===== src/rtl/dp_accum_pkg.sv =====
// Shared types and helpers for the dot-product accumulate/requant stage.
// Also used by the pooling stage.
package dp_accum_pkg;

  localparam int ACC_W = 32;
  localparam int OUT_W = 8;

  localparam logic signed [ACC_W-1:0] ACC_MAX = {1'b0, {(ACC_W-1){1'b1}}};

  typedef enum logic {
    ACCUM = 1'b0,
    OUT   = 1'b1
  } acc_state_t;

  typedef struct packed {
    logic signed [ACC_W-1:0] sum;
    logic                    sat;
  } sat_sum_t;

  // The addend is non-negative, so only positive overflow can occur; clamp it to ACC_MAX.
  function automatic sat_sum_t sat_add(input logic signed [ACC_W-1:0] acc,
                                       input logic [ACC_W-1:0]        zext_in);
    sat_sum_t        res;
    logic [ACC_W:0]  wide;
    wide = {acc[ACC_W-1], acc} + {1'b0, zext_in};
    if (!wide[ACC_W] && wide[ACC_W-1]) begin
      res.sum = ACC_MAX;
      res.sat = 1'b1;
    end else begin
      res.sum = wide[ACC_W-1:0];
      res.sat = 1'b0;
    end
    return res;
  endfunction

endpackage


===== src/rtl/dot_product_accum_if.sv =====
// Partial-sum input stream, per-group config and activation output stream
// of the accumulate stage.
interface dot_product_accum_if #(
  parameter int IN_W    = 17,
  parameter int ACC_W   = 32,
  parameter int OUT_W   = 8,
  parameter int SHIFT_W = 5
);
  logic                    in_valid;
  logic                    in_ready;
  logic [IN_W-1:0]         in_data;
  logic                    in_last;
  logic signed [ACC_W-1:0] cfg_bias;
  logic [SHIFT_W-1:0]      cfg_shift;
  logic                    out_valid;
  logic                    out_ready;
  logic [OUT_W-1:0]        out_data;
  logic                    out_sat;
  logic                    err_len;

  modport master (
    output in_valid, in_data, in_last, cfg_bias, cfg_shift, out_ready,
    input  in_ready, out_valid, out_data, out_sat, err_len
  );

  modport slave (
    input  in_valid, in_data, in_last, cfg_bias, cfg_shift, out_ready,
    output in_ready, out_valid, out_data, out_sat, err_len
  );
endinterface


===== src/rtl/dp_requant.sv =====
// Combinational requantisation: ReLU, arithmetic right shift and clamp to
// an unsigned OUT_W-bit activation.
module dp_requant #(
  parameter int ACC_W   = 32,
  parameter int OUT_W   = 8,
  parameter int SHIFT_W = 5
) (
  input  logic signed [ACC_W-1:0] s,
  input  logic [SHIFT_W-1:0]      shift,
  output logic [OUT_W-1:0]        data,
  output logic                    sat
);

  localparam logic [ACC_W-1:0] OUT_MAX = ACC_W'({OUT_W{1'b1}});

  logic [ACC_W-1:0] r_s;

  // Negative sums clip to zero; shifted values above the output range clamp high.
  always_comb begin
    data = '0;
    sat  = 1'b0;
    r_s  = $unsigned(s) >> shift;
    if (s[ACC_W-1]) begin
      data = '0;
      sat  = 1'b0;
    end else if (r_s > OUT_MAX) begin
      data = '1;
      sat  = 1'b1;
    end else begin
      data = r_s[OUT_W-1:0];
      sat  = 1'b0;
    end
  end

endmodule


===== src/rtl/dot_product_accum.sv =====
// Accumulates a group of partial dot products into one neuron, then emits a
// requantised 8-bit activation over a valid/ready handshake.
module dot_product_accum
  import dp_accum_pkg::*;
#(
  parameter int IN_W      = 17,
  parameter int SHIFT_W   = 5,
  parameter int MAX_BEATS = 256
) (
  input  logic                clk,
  input  logic                rst_n,
  dot_product_accum_if.slave  bus
);

  localparam int CNT_W = $clog2(MAX_BEATS + 1);

  acc_state_t              state_r;
  logic signed [ACC_W-1:0] acc_r;
  logic [CNT_W-1:0]        beat_cnt_r;
  logic                    first_r;
  logic [SHIFT_W-1:0]      shift_r;
  logic                    sat_acc_r;
  logic                    in_ready_r;
  logic                    out_valid_r;
  logic [OUT_W-1:0]        out_data_r;
  logic                    out_sat_r;
  logic                    err_len_r;

  logic signed [ACC_W-1:0] base_s;
  logic [ACC_W-1:0]        zext_s;
  logic [SHIFT_W-1:0]      shift_s;
  sat_sum_t                sum_s;
  logic signed [ACC_W-1:0] sum_val_s;
  logic [OUT_W-1:0]        rq_data_s;
  logic                    rq_sat_s;
  logic                    take_s;

  // On a group's first beat the live config replaces the accumulator and latched shift.
  always_comb begin
    base_s  = acc_r;
    shift_s = shift_r;
    if (first_r) begin
      base_s  = bus.cfg_bias;
      shift_s = bus.cfg_shift;
    end else begin
      base_s  = acc_r;
      shift_s = shift_r;
    end
    zext_s    = {{(ACC_W-IN_W){1'b0}}, bus.in_data};
    sum_s     = sat_add(base_s, zext_s);
    sum_val_s = sum_s.sum;
    take_s    = bus.in_valid & in_ready_r;
  end

  dp_requant #(
    .ACC_W  (ACC_W),
    .OUT_W  (OUT_W),
    .SHIFT_W(SHIFT_W)
  ) u_requant (
    .s    (sum_val_s),
    .shift(shift_s),
    .data (rq_data_s),
    .sat  (rq_sat_s)
  );

  // Group FSM, accumulator, beat counter and registered outputs.
  always_ff @(posedge clk or negedge rst_n) begin
    if (!rst_n) begin
      state_r     <= ACCUM;
      acc_r       <= '0;
      beat_cnt_r  <= '0;
      first_r     <= 1'b1;
      shift_r     <= '0;
      sat_acc_r   <= 1'b0;
      in_ready_r  <= 1'b0;
      out_valid_r <= 1'b0;
      out_data_r  <= '0;
      out_sat_r   <= 1'b0;
      err_len_r   <= 1'b0;
    end else begin
      case (state_r)
        ACCUM: begin
          in_ready_r <= 1'b1;
          if (take_s) begin
            first_r   <= 1'b0;
            acc_r     <= sum_s.sum;
            sat_acc_r <= sat_acc_r | sum_s.sat;
            if (first_r) begin
              shift_r <= bus.cfg_shift;
            end
            if (bus.in_last) begin
              state_r     <= OUT;
              in_ready_r  <= 1'b0;
              out_valid_r <= 1'b1;
              out_data_r  <= rq_data_s;
              out_sat_r   <= rq_sat_s | sat_acc_r | sum_s.sat;
              first_r     <= 1'b1;
              beat_cnt_r  <= '0;
            end else if (beat_cnt_r == CNT_W'(MAX_BEATS)) begin
              // Overlong group: flag it and keep accumulating with the count parked.
              err_len_r <= 1'b1;
            end else begin
              beat_cnt_r <= beat_cnt_r + CNT_W'(1);
            end
          end
        end
        OUT: begin
          if (bus.out_ready) begin
            state_r     <= ACCUM;
            out_valid_r <= 1'b0;
            in_ready_r  <= 1'b1;
            acc_r       <= '0;
            sat_acc_r   <= 1'b0;
          end
        end
        default: begin
          state_r     <= ACCUM;
          in_ready_r  <= 1'b0;
          out_valid_r <= 1'b0;
        end
      endcase
    end
  end

  assign bus.in_ready  = in_ready_r;
  assign bus.out_valid = out_valid_r;
  assign bus.out_data  = out_data_r;
  assign bus.out_sat   = out_sat_r;
  assign bus.err_len   = err_len_r;

endmodule

===== src/flat_wrapper.sv =====
// flat-port wrapper written by rule: the top's interface ports become plain ports
module dot_product_accum_flat import dp_accum_pkg::*;
#(
  parameter int IN_W      = 17,
  parameter int SHIFT_W   = 5,
  parameter int MAX_BEATS = 256
)
  (clk, rst_n, bus_in_valid, bus_in_data, bus_in_last, bus_cfg_bias, bus_cfg_shift, bus_out_ready, bus_in_ready, bus_out_valid, bus_out_data, bus_out_sat, bus_err_len);
  dot_product_accum_if #(.IN_W(IN_W), .SHIFT_W(SHIFT_W)) bus_i ();
  input  logic clk;
  input  logic rst_n;
  input wire logic [$bits(bus_i.in_valid)-1:0] bus_in_valid;
  input wire logic [$bits(bus_i.in_data)-1:0] bus_in_data;
  input wire logic [$bits(bus_i.in_last)-1:0] bus_in_last;
  input wire logic [$bits(bus_i.cfg_bias)-1:0] bus_cfg_bias;
  input wire logic [$bits(bus_i.cfg_shift)-1:0] bus_cfg_shift;
  input wire logic [$bits(bus_i.out_ready)-1:0] bus_out_ready;
  output wire logic [$bits(bus_i.in_ready)-1:0] bus_in_ready;
  output wire logic [$bits(bus_i.out_valid)-1:0] bus_out_valid;
  output wire logic [$bits(bus_i.out_data)-1:0] bus_out_data;
  output wire logic [$bits(bus_i.out_sat)-1:0] bus_out_sat;
  output wire logic [$bits(bus_i.err_len)-1:0] bus_err_len;
  assign bus_i.in_valid = bus_in_valid;
  assign bus_i.in_data = bus_in_data;
  assign bus_i.in_last = bus_in_last;
  assign bus_i.cfg_bias = bus_cfg_bias;
  assign bus_i.cfg_shift = bus_cfg_shift;
  assign bus_i.out_ready = bus_out_ready;
  assign bus_in_ready = bus_i.in_ready;
  assign bus_out_valid = bus_i.out_valid;
  assign bus_out_data = bus_i.out_data;
  assign bus_out_sat = bus_i.out_sat;
  assign bus_err_len = bus_i.err_len;
  dot_product_accum #(.IN_W(IN_W), .SHIFT_W(SHIFT_W), .MAX_BEATS(MAX_BEATS)) u_core (.clk(clk), .rst_n(rst_n), .bus(bus_i));
endmodule

===== config.mk =====
export PLATFORM = sky130hd
export DESIGN_NAME = dot_product_accum_flat
export DESIGN_NICKNAME = d
export VERILOG_FILES = /design/src/rtl/dp_accum_pkg.sv /design/src/rtl/dot_product_accum_if.sv /design/src/rtl/dp_requant.sv /design/src/rtl/dot_product_accum.sv /design/src/flat_wrapper.sv
export SDC_FILE = /design/constraint.sdc
export NUM_CORES = 1
export LEC_CHECK = 0
export CORE_ASPECT_RATIO = 0.6
export CORE_MARGIN = 10
export CORE_UTILIZATION = 59
export DETAILED_ROUTE_END_ITERATION = 6
export GPL_ROUTABILITY_DRIVEN = 1
export PLACE_DENSITY = 0.81
export SLEW_MARGIN = 30
export SYNTH_ARGS = -nofsm -noshare
export SYNTH_HDL_FRONTEND = slang
export SYNTH_SLANG_ARGS = --single-unit

===== constraint.sdc =====
create_clock -name clk -period 7.35 [get_ports clk]
set_input_delay 1.47 -clock clk [delete_from_list [all_inputs] [get_ports clk]]
set_output_delay 1.47 -clock clk [all_outputs]
set_load 0.02 [all_outputs]

==> flow_summary.toml, run 1 <==
[global_routing]
antenna_found_initial = 0
grt_usage_pct = 29.7
met2_usage_pct = 41.5
top_usage_layer = "met2"
grt_pass1_vias = 7082
grt_util_met1_pct = 41.5
grt_remaining_overflow = 0
grt_max_degree = 62
grt_pass1_wl_microns = 38200
grt_use_met3_pct = 10.4

[detailed_routing]
via_per_inst = 7.27
drt_wl_total_microns = 24200
ant_nets = 0
dr.pass1.iters = 6
wl_per_cell_microns = 23.3
drcViolationCount = 0
drt_iter0_markers = 1306
vias = 7549

[placed_design]
gp_congestion = 1.13
dpl.cell_count = 1022
numPortBuffers = 70
hpwl_microns = 17800

[yosys]
yosysWarnings = 0
synthAdderAreaFrac_pct = 3.92
syn_avg_cell_area_sq_um = 7.67
ys_top_cells_by_area = "dfrtp_1 23%, a21oi_1 7.6%, nand2_1 5.6%"
synth_fp_nets = 937
synth-compound-area-share_pct = 30.0
synth_edf_count = 0
yosys_register_bits = 61
synth_largest_area_cell = "dfrtp_1"
ys.flop_type = "dfrtp_1"
synth-simple-area-share_pct = 23.2
syn-instance-count = 858
yosysSeqAreaShare_pct = 23.2
synthArstFlopShare_pct = 100
yosysUniqueCellTypes = 86
synthesis.area_sq_um = 6580
synth_xor_area_share_pct = 5.06
synth_top_area_share_pct = 22.8
synth_top_family_by_area = "compound AO/OA/AOI/OAI gates"
synthMuxAreaShare_pct = 10.1

[die]
rows = 29
die_y_microns = 102
die_area_sq_um = 15900
fp.coreArea_sq_um = 10700
die_w_microns = 156
initial_core_util_pct = 61.3
ios = 71

[critical_path]
worstReg2RegEnd = "u_core.bus.out_data[1]$_DFFE_PN0P_"
worstSetupPathType = "reg2reg"
critPathSlowestCell = "dfstp_2"
required_ns = 7.54
rr_worst_depth = 14
r2r_start = "u_core.first_r$_DFFE_PN1P_"
cp_cell_sequence = "buf_4 -> mux2_2 -> ha_1 -> a21oi_1 -> o21ai_0 -> a32oi_2 -> nand3_2 -> and2_1 -> o21ai_2 -> nand2_1 -> a21oi_1 -> a32oi_1 -> o31ai_4 -> nand4_1"
reg2reg_slack_ns = 1.27
arrival_ns = 6.27
cp_max_fo = 44
cp-start-kind = "flip-flop"
cp_common_cell = "a21oi_1"
worstSetupEndpointType = "flip-flop"
max_stage_delay_ns = 0.95

[clocking]
holdBufCountCts = 0
clkTransAtPathRegs_ns = 0.06
cts_tree = "done"
cts.path.max_buffers = 2
cts_resized = 0
cts_num_sinks = 61
clkLatencyLatePin_ns = 0.34
cts_buffers = 9
clock-root-buffer = "clkbuf_16"
htree_levels = 3
cts_setup_buffers = 0

[power]
vdd_drop_max_mv = 0.256
powerDensity_nw_per_um2 = 467
p_leak_nw = 3.00

[timing]
setup_viol = 0
worst_pin_slew_ns = 0.902
fin_setup_tns_ns = 0
rsz0062_at_grt = "false"
finClkSkew_ns = 0.0112
layout_min_cycle_time_ns = 6.08
drv_slew = 0
fin_crit_sh_pct = 82.7
slew_headroom_pct = 38.1
clock.fmax_mhz = 165
hold_viol = 0

[finish]
drive_above_1_share_pct = 10.7
diodes = 0
area_delta_synth_final_pct = 16.2
stdcell_count = 1038
final_nets = 973

[min_path]
min_from = "u_core.bus.out_valid$_DFFE_PN0P_"
hp-class = "reg2reg"
whs_endpoint = "u_core.bus.out_valid$_DFFE_PN0P_"
hold_depth = 2

[job]
cap_violations = 0

[run_status]
status = "completed"
==> synthesized netlist by cell type, drive strengths merged (3+ instances only) <==
master   number
a311oi        4
o21ai        46
nor2         79
o22ai        14
nand4b        3
nand2b        4
a22oi         6
mux2         31
a41oi         3
ha           19
o211ai        8
a211o         4
o31ai         3
o2111ai       3
nand4        21
xor2         18
mux2i        31
buf          32
or3           8
a31oi        34
or2           3
a21oi       102
a31o          3
a2111oi       4
xnor2        20
o21a          4
a32oi         5
and2          5
a221oi        8
dfrtp        60
nand3b        6
clkbuf       24
nand2        98
nor3         31
nand3        43
and3          8
a21o          7
inv           9
a211oi       16
==> placed cells by master (no fill, tap or decap), drive strengths merged, types with 6 or more instances in the layout <==
cell / Yosys / final
a211oi: 16 / 16
a21o: 7 / 7
a21oi: 102 / 102
a221oi: 8 / 8
a22oi: 6 / 6
a31oi: 34 / 34
and3: 8 / 8
buf: 32 / 12
clkbuf: 24 / 10
clkdlybuf4s50: 0 / 69
dfrtp: 60 / 60
ha: 19 / 19
inv: 9 / 9
mux2: 31 / 31
mux2i: 31 / 31
nand2: 98 / 98
nand3: 43 / 43
nand3b: 6 / 6
nand4: 21 / 21
nor2: 79 / 79
nor3: 31 / 31
o211ai: 8 / 8
o21ai: 46 / 46
o22ai: 14 / 14
or3: 8 / 8
xnor2: 20 / 20
xor2: 18 / 18
==> routing by layer <==
layer / share of wire [%] / wire length, microns
met3: 14 / 3300
met1: 43 / 10500
met2: 40 / 9790
met4: 2.7 / 643
met5: 0 / 0
==> through the flow <==
stage,hold WS [ns],cell area (sq um),setup slack (ns),util (%),power (W)
finish,0.490,7650,1.27,71.2,0.00357
global route,0.494,7650,1.05,71.2,0.00378
CTS,0.485,7640,1.53,71.2,0.00347
detailed placement,0.470,7300,1.24,67.9,0.00294
global placement,0.459,7290,1.25,67.9,0.00286
floorplan,0.466,6580,1.94,-,0.00231
==> state kept, by name (all words and copies together) (netlist names) <==
name	flops
u_core.acc_r	32
u_core.beat_cnt_r	9
u_core.bus.err_len	1
u_core.bus.in_ready	1
u_core.bus.out_data	8
u_core.bus.out_sat	1
u_core.bus.out_valid	1
u_core.first_r	1
u_core.sat_acc_r	1
u_core.shift_r	5
u_core.state_r	1
==> where the power goes <==
part / leakage, nW / internal [W] / total, W / switching [W]
Combinational: 2.10 / 0.000878 / 0.00248 / 0.00160
Clock: 0.165 / 0.000340 / 0.000515 / 0.000175
Sequential: 0.730 / 0.000464 / 0.000580 / 0.000116
==> how the worst max path moves through the flow <==
stage	slack, ns	cells past startpoint	start	endpoint
after floorplan	1.94	21	u_core.first_r$_DFFE_PN1P_	u_core.bus.out_data[1]$_DFFE_PN0P_
after global placement	1.25	14	bus_cfg_bias[16]	u_core.bus.out_data[1]$_DFFE_PN0P_
after detailed placement	1.24	16	bus_cfg_bias[0]	u_core.bus.out_data[1]$_DFFE_PN0P_
after CTS	1.53	14	u_core.first_r$_DFFE_PN1P_	u_core.bus.out_data[1]$_DFFE_PN0P_
after global routing	1.05	15	u_core.first_r$_DFFE_PN1P_	u_core.bus.out_data[1]$_DFFE_PN0P_
final	1.27	14	u_core.first_r$_DFFE_PN1P_	u_core.bus.out_data[1]$_DFFE_PN0P_
==> cells by family (layout without fill, tap and decap cells) <==
| kind of cell | count (synthesis) | after routing |
|---|---|---|
| AND/OR/NAND/NOR | 319 | 319 |
| AO/OA/AOI/OAI | 293 | 293 |
| buffers and inverters | 65 | 106 |
| multiplexers | 62 | 62 |
| flip-flops | 61 | 61 |
| XOR/XNOR | 38 | 38 |
| adder cells (fa/ha/maj) | 20 | 20 |
==> final cells by class <==
type / instances / area [sq um]
fill: 876 / 3090
clock inverter: 6 / 110
sequential: 61 / 1530
tap: 139 / 174
inverter: 9 / 33.8
timing repair buffer: 81 / 778
multi-input combinational: 732 / 4790
clock buffer: 10 / 239
==> critical path, delay by kind of cell, from the launching register on <==
kind / cells / cell delay, ns
buf+inv: 1 / 0.57
simple gates: 4 / 0.88
fa+ha+maj: 1 / 0.42
mux: 1 / 0.40
compound gates: 7 / 2.69
flops: 1 / 0.95
Power figures use the tool's default switching activity.
==> inputs of run 2 (changes only) <==
==> constraint.sdc (replaced) <==
create_clock -name clk -period 5.68 [get_ports clk]
set_input_delay 1.136 -clock clk [delete_from_list [all_inputs] [get_ports clk]]
set_output_delay 1.136 -clock clk [all_outputs]
set_load 0.02 [all_outputs]
==> run 2 against run 1 <==
Compared with the run above: utilization up 2.9 points; largest power group unchanged; critical path type unchanged; highest routed layer unchanged; wire length up 4.4%; combinational power is 42% higher; critical endpoint is now u_core.bus.out_sat$_DFFE_PN0P_; worst hold slack improved by 0.0015 ns; sequential share of layout area shrank 0.79 points.
==> flow_summary.toml, run 2 (same netlist as run 1, synthesis figures left out) <==
[finish]
largest_reg_flops = 32
multiInputGateArea_sq_um = 4780
top_register = "u_core.acc_r"
final_core_util_pct = 74.1
final_nets = 1026
mostFrequentLayoutCells = "100 x a21oi_1, 98 x nand2_1, 77 x nor2_1"
area_delta_synth_final_pct = 21.0
nFillCells = 789
drive_above_1_share_pct = 15.3
seq_area_sq_um = 1530
diodes = 0
final_common_cell = "a21oi_1"

[timing]
worst_pin_slew_ns = 1.00
clock.fmax_mhz = 183
finClkSkew_ns = 0.0102
drv_slew = 0
fin_crit_sh_pct = 96.1
layout_min_cycle_time_ns = 5.46
setup_slack_ns = 0.221
setup_viol = 0
hold_viol = 0
slew_headroom_pct = 32.8
rsz0062_at_grt = "false"

[die]
die_y_microns = 102
die_area_sq_um = 15900
rows = 29
fp.coreArea_sq_um = 10700
ios = 71
die_w_microns = 156
initial_core_util_pct = 61.3

[global_routing]
grt_remaining_overflow = 0
grt_usage_pct = 31.2
grt_max_degree = 62
antenna_found_initial = 0
grt_pass1_wl_microns = 40000
grt_pass1_vias = 7331

[detailed_routing]
wl_per_cell_microns = 23.2
ant_nets = 0
drt_iter0_markers = 1079
via_per_inst = 7.22
vias = 7879
dr.pass1.iters = 6
drt_wl_total_microns = 25300
drcViolationCount = 0

[critical_path]
critPathSlowestCell = "dfstp_2"
reg2reg_slack_ns = 0.22
r2r_start = "u_core.first_r$_DFFE_PN1P_"
cp-start-kind = "flip-flop"
worstSetupEndpointType = "flip-flop"
arrival_ns = 5.65
cp_common_cell = "nand3_1"
cp_max_fo = 22
critical_path.top_delay_family = "simple AND/OR/NAND/NOR gates"
rr_worst_depth = 15
path_buf_inv = 1
worstSetupPathType = "reg2reg"
worstReg2RegEnd = "u_core.bus.out_sat$_DFFE_PN0P_"
cp_cell_sequence = "buf_4 -> mux2_2 -> ha_1 -> nand3_1 -> nor2_2 -> nand3_1 -> a31oi_1 -> xor2_1 -> o211ai_1 -> mux2i_1 -> mux2_1 -> and4b_1 -> nand4_2 -> o31ai_4 -> nand3_1"
max_stage_delay_ns = 0.82
required_ns = 5.87

[power]
vdd_drop_max_mv = 0.276
p_leak_nw = 3.21
powerDensity_nw_per_um2 = 602

[run_status]
status = "completed"

[clocking]
cts_buffers = 9
cts_tree = "done"
htree_levels = 3
cts_num_sinks = 61
clock-root-buffer = "clkbuf_16"
clkTransAtPathRegs_ns = 0.06
cts.path.max_buffers = 2
holdBufCountCts = 0
cts_setup_buffers = 0
cts_resized = 0
clkLatencyLatePin_ns = 0.35

[placed_design]
place_ws_ns = -0.0185
numPortBuffers = 70
hpwl_microns = 19000
gp_congestion = 1.02

[min_path]
hp-class = "reg2reg"
min_from = "u_core.bus.err_len$_DFFE_PN0P_"
whs_endpoint = "u_core.bus.err_len$_DFFE_PN0P_"
hold_depth = 1

[job]
cap_violations = 0
==> run 2: worst max path at each step <==
stage                     slack (ns)                  startpoint  cells past startpoint                                 end
after floorplan                 0.27  u_core.first_r$_DFFE_PN1P_                     21  u_core.bus.out_data[1]$_DFFE_PN0P_
final                           0.22  u_core.first_r$_DFFE_PN1P_                     15      u_core.bus.out_sat$_DFFE_PN0P_
after global routing            0.02             bus_cfg_bias[0]                     16      u_core.bus.out_sat$_DFFE_PN0P_
after detailed placement       -0.02             bus_cfg_bias[0]                     16  u_core.bus.out_data[5]$_DFFE_PN0P_
after global placement          0.16             bus_cfg_bias[0]                     16  u_core.bus.out_data[1]$_DFFE_PN0P_
after CTS                       0.32             bus_cfg_bias[0]                     16      u_core.bus.out_sat$_DFFE_PN0P_
==> run 2: final cells by class <==
| class | instances | area share (%) |
|---|---|---|
| Sequential cell | 61 | 19.2 |
| Clock buffer | 11 | 2.92 |
| Clock inverter | 5 | 0.471 |
| Multi-Input combinational cell | 732 | 60.0 |
| Tap cell | 139 | 2.18 |
| Timing Repair Buffer | 134 | 14.8 |
| Inverter | 9 | 0.424 |
==> run 2: where the power goes <==
part	internal, W	total (W)	leakage (nW)	switching [W]
registers	0.000600	0.000748	0.730	0.000148
logic	0.00136	0.00352	2.35	0.00216
clock network	0.000296	0.000519	0.126	0.000223
total	0.00225	0.00479	3.21	0.00254
==> run 2: stage by stage <==
step / power, W / hold WS, ns / cell area (sq um) / TNS [ns] / std cells
3_3_place_gp: 0.00399 / 0.459 / 7690 / 0 / 1075
5_1_grt: 0.00506 / 0.523 / 7960 / 0 / 1091
2_1_floorplan: 0.00299 / 0.466 / 6580 / 0 / 858
6_report: 0.00479 / 0.492 / 7960 / 0 / 1091
4_1_cts: 0.00463 / 0.495 / 7960 / 0 / 1091
3_5_place_dp: 0.00410 / 0.479 / 7690 / -0.0213 / 1075
==> run 2: metal layers <==
layer	up-vias	track usage, %	wire, microns
met4	0	10.5	736
li1	3433	-	-
met1	3680	43.3	10600
met3	91	10.2	3620
met2	675	44.6	10300
met5	-	0	0
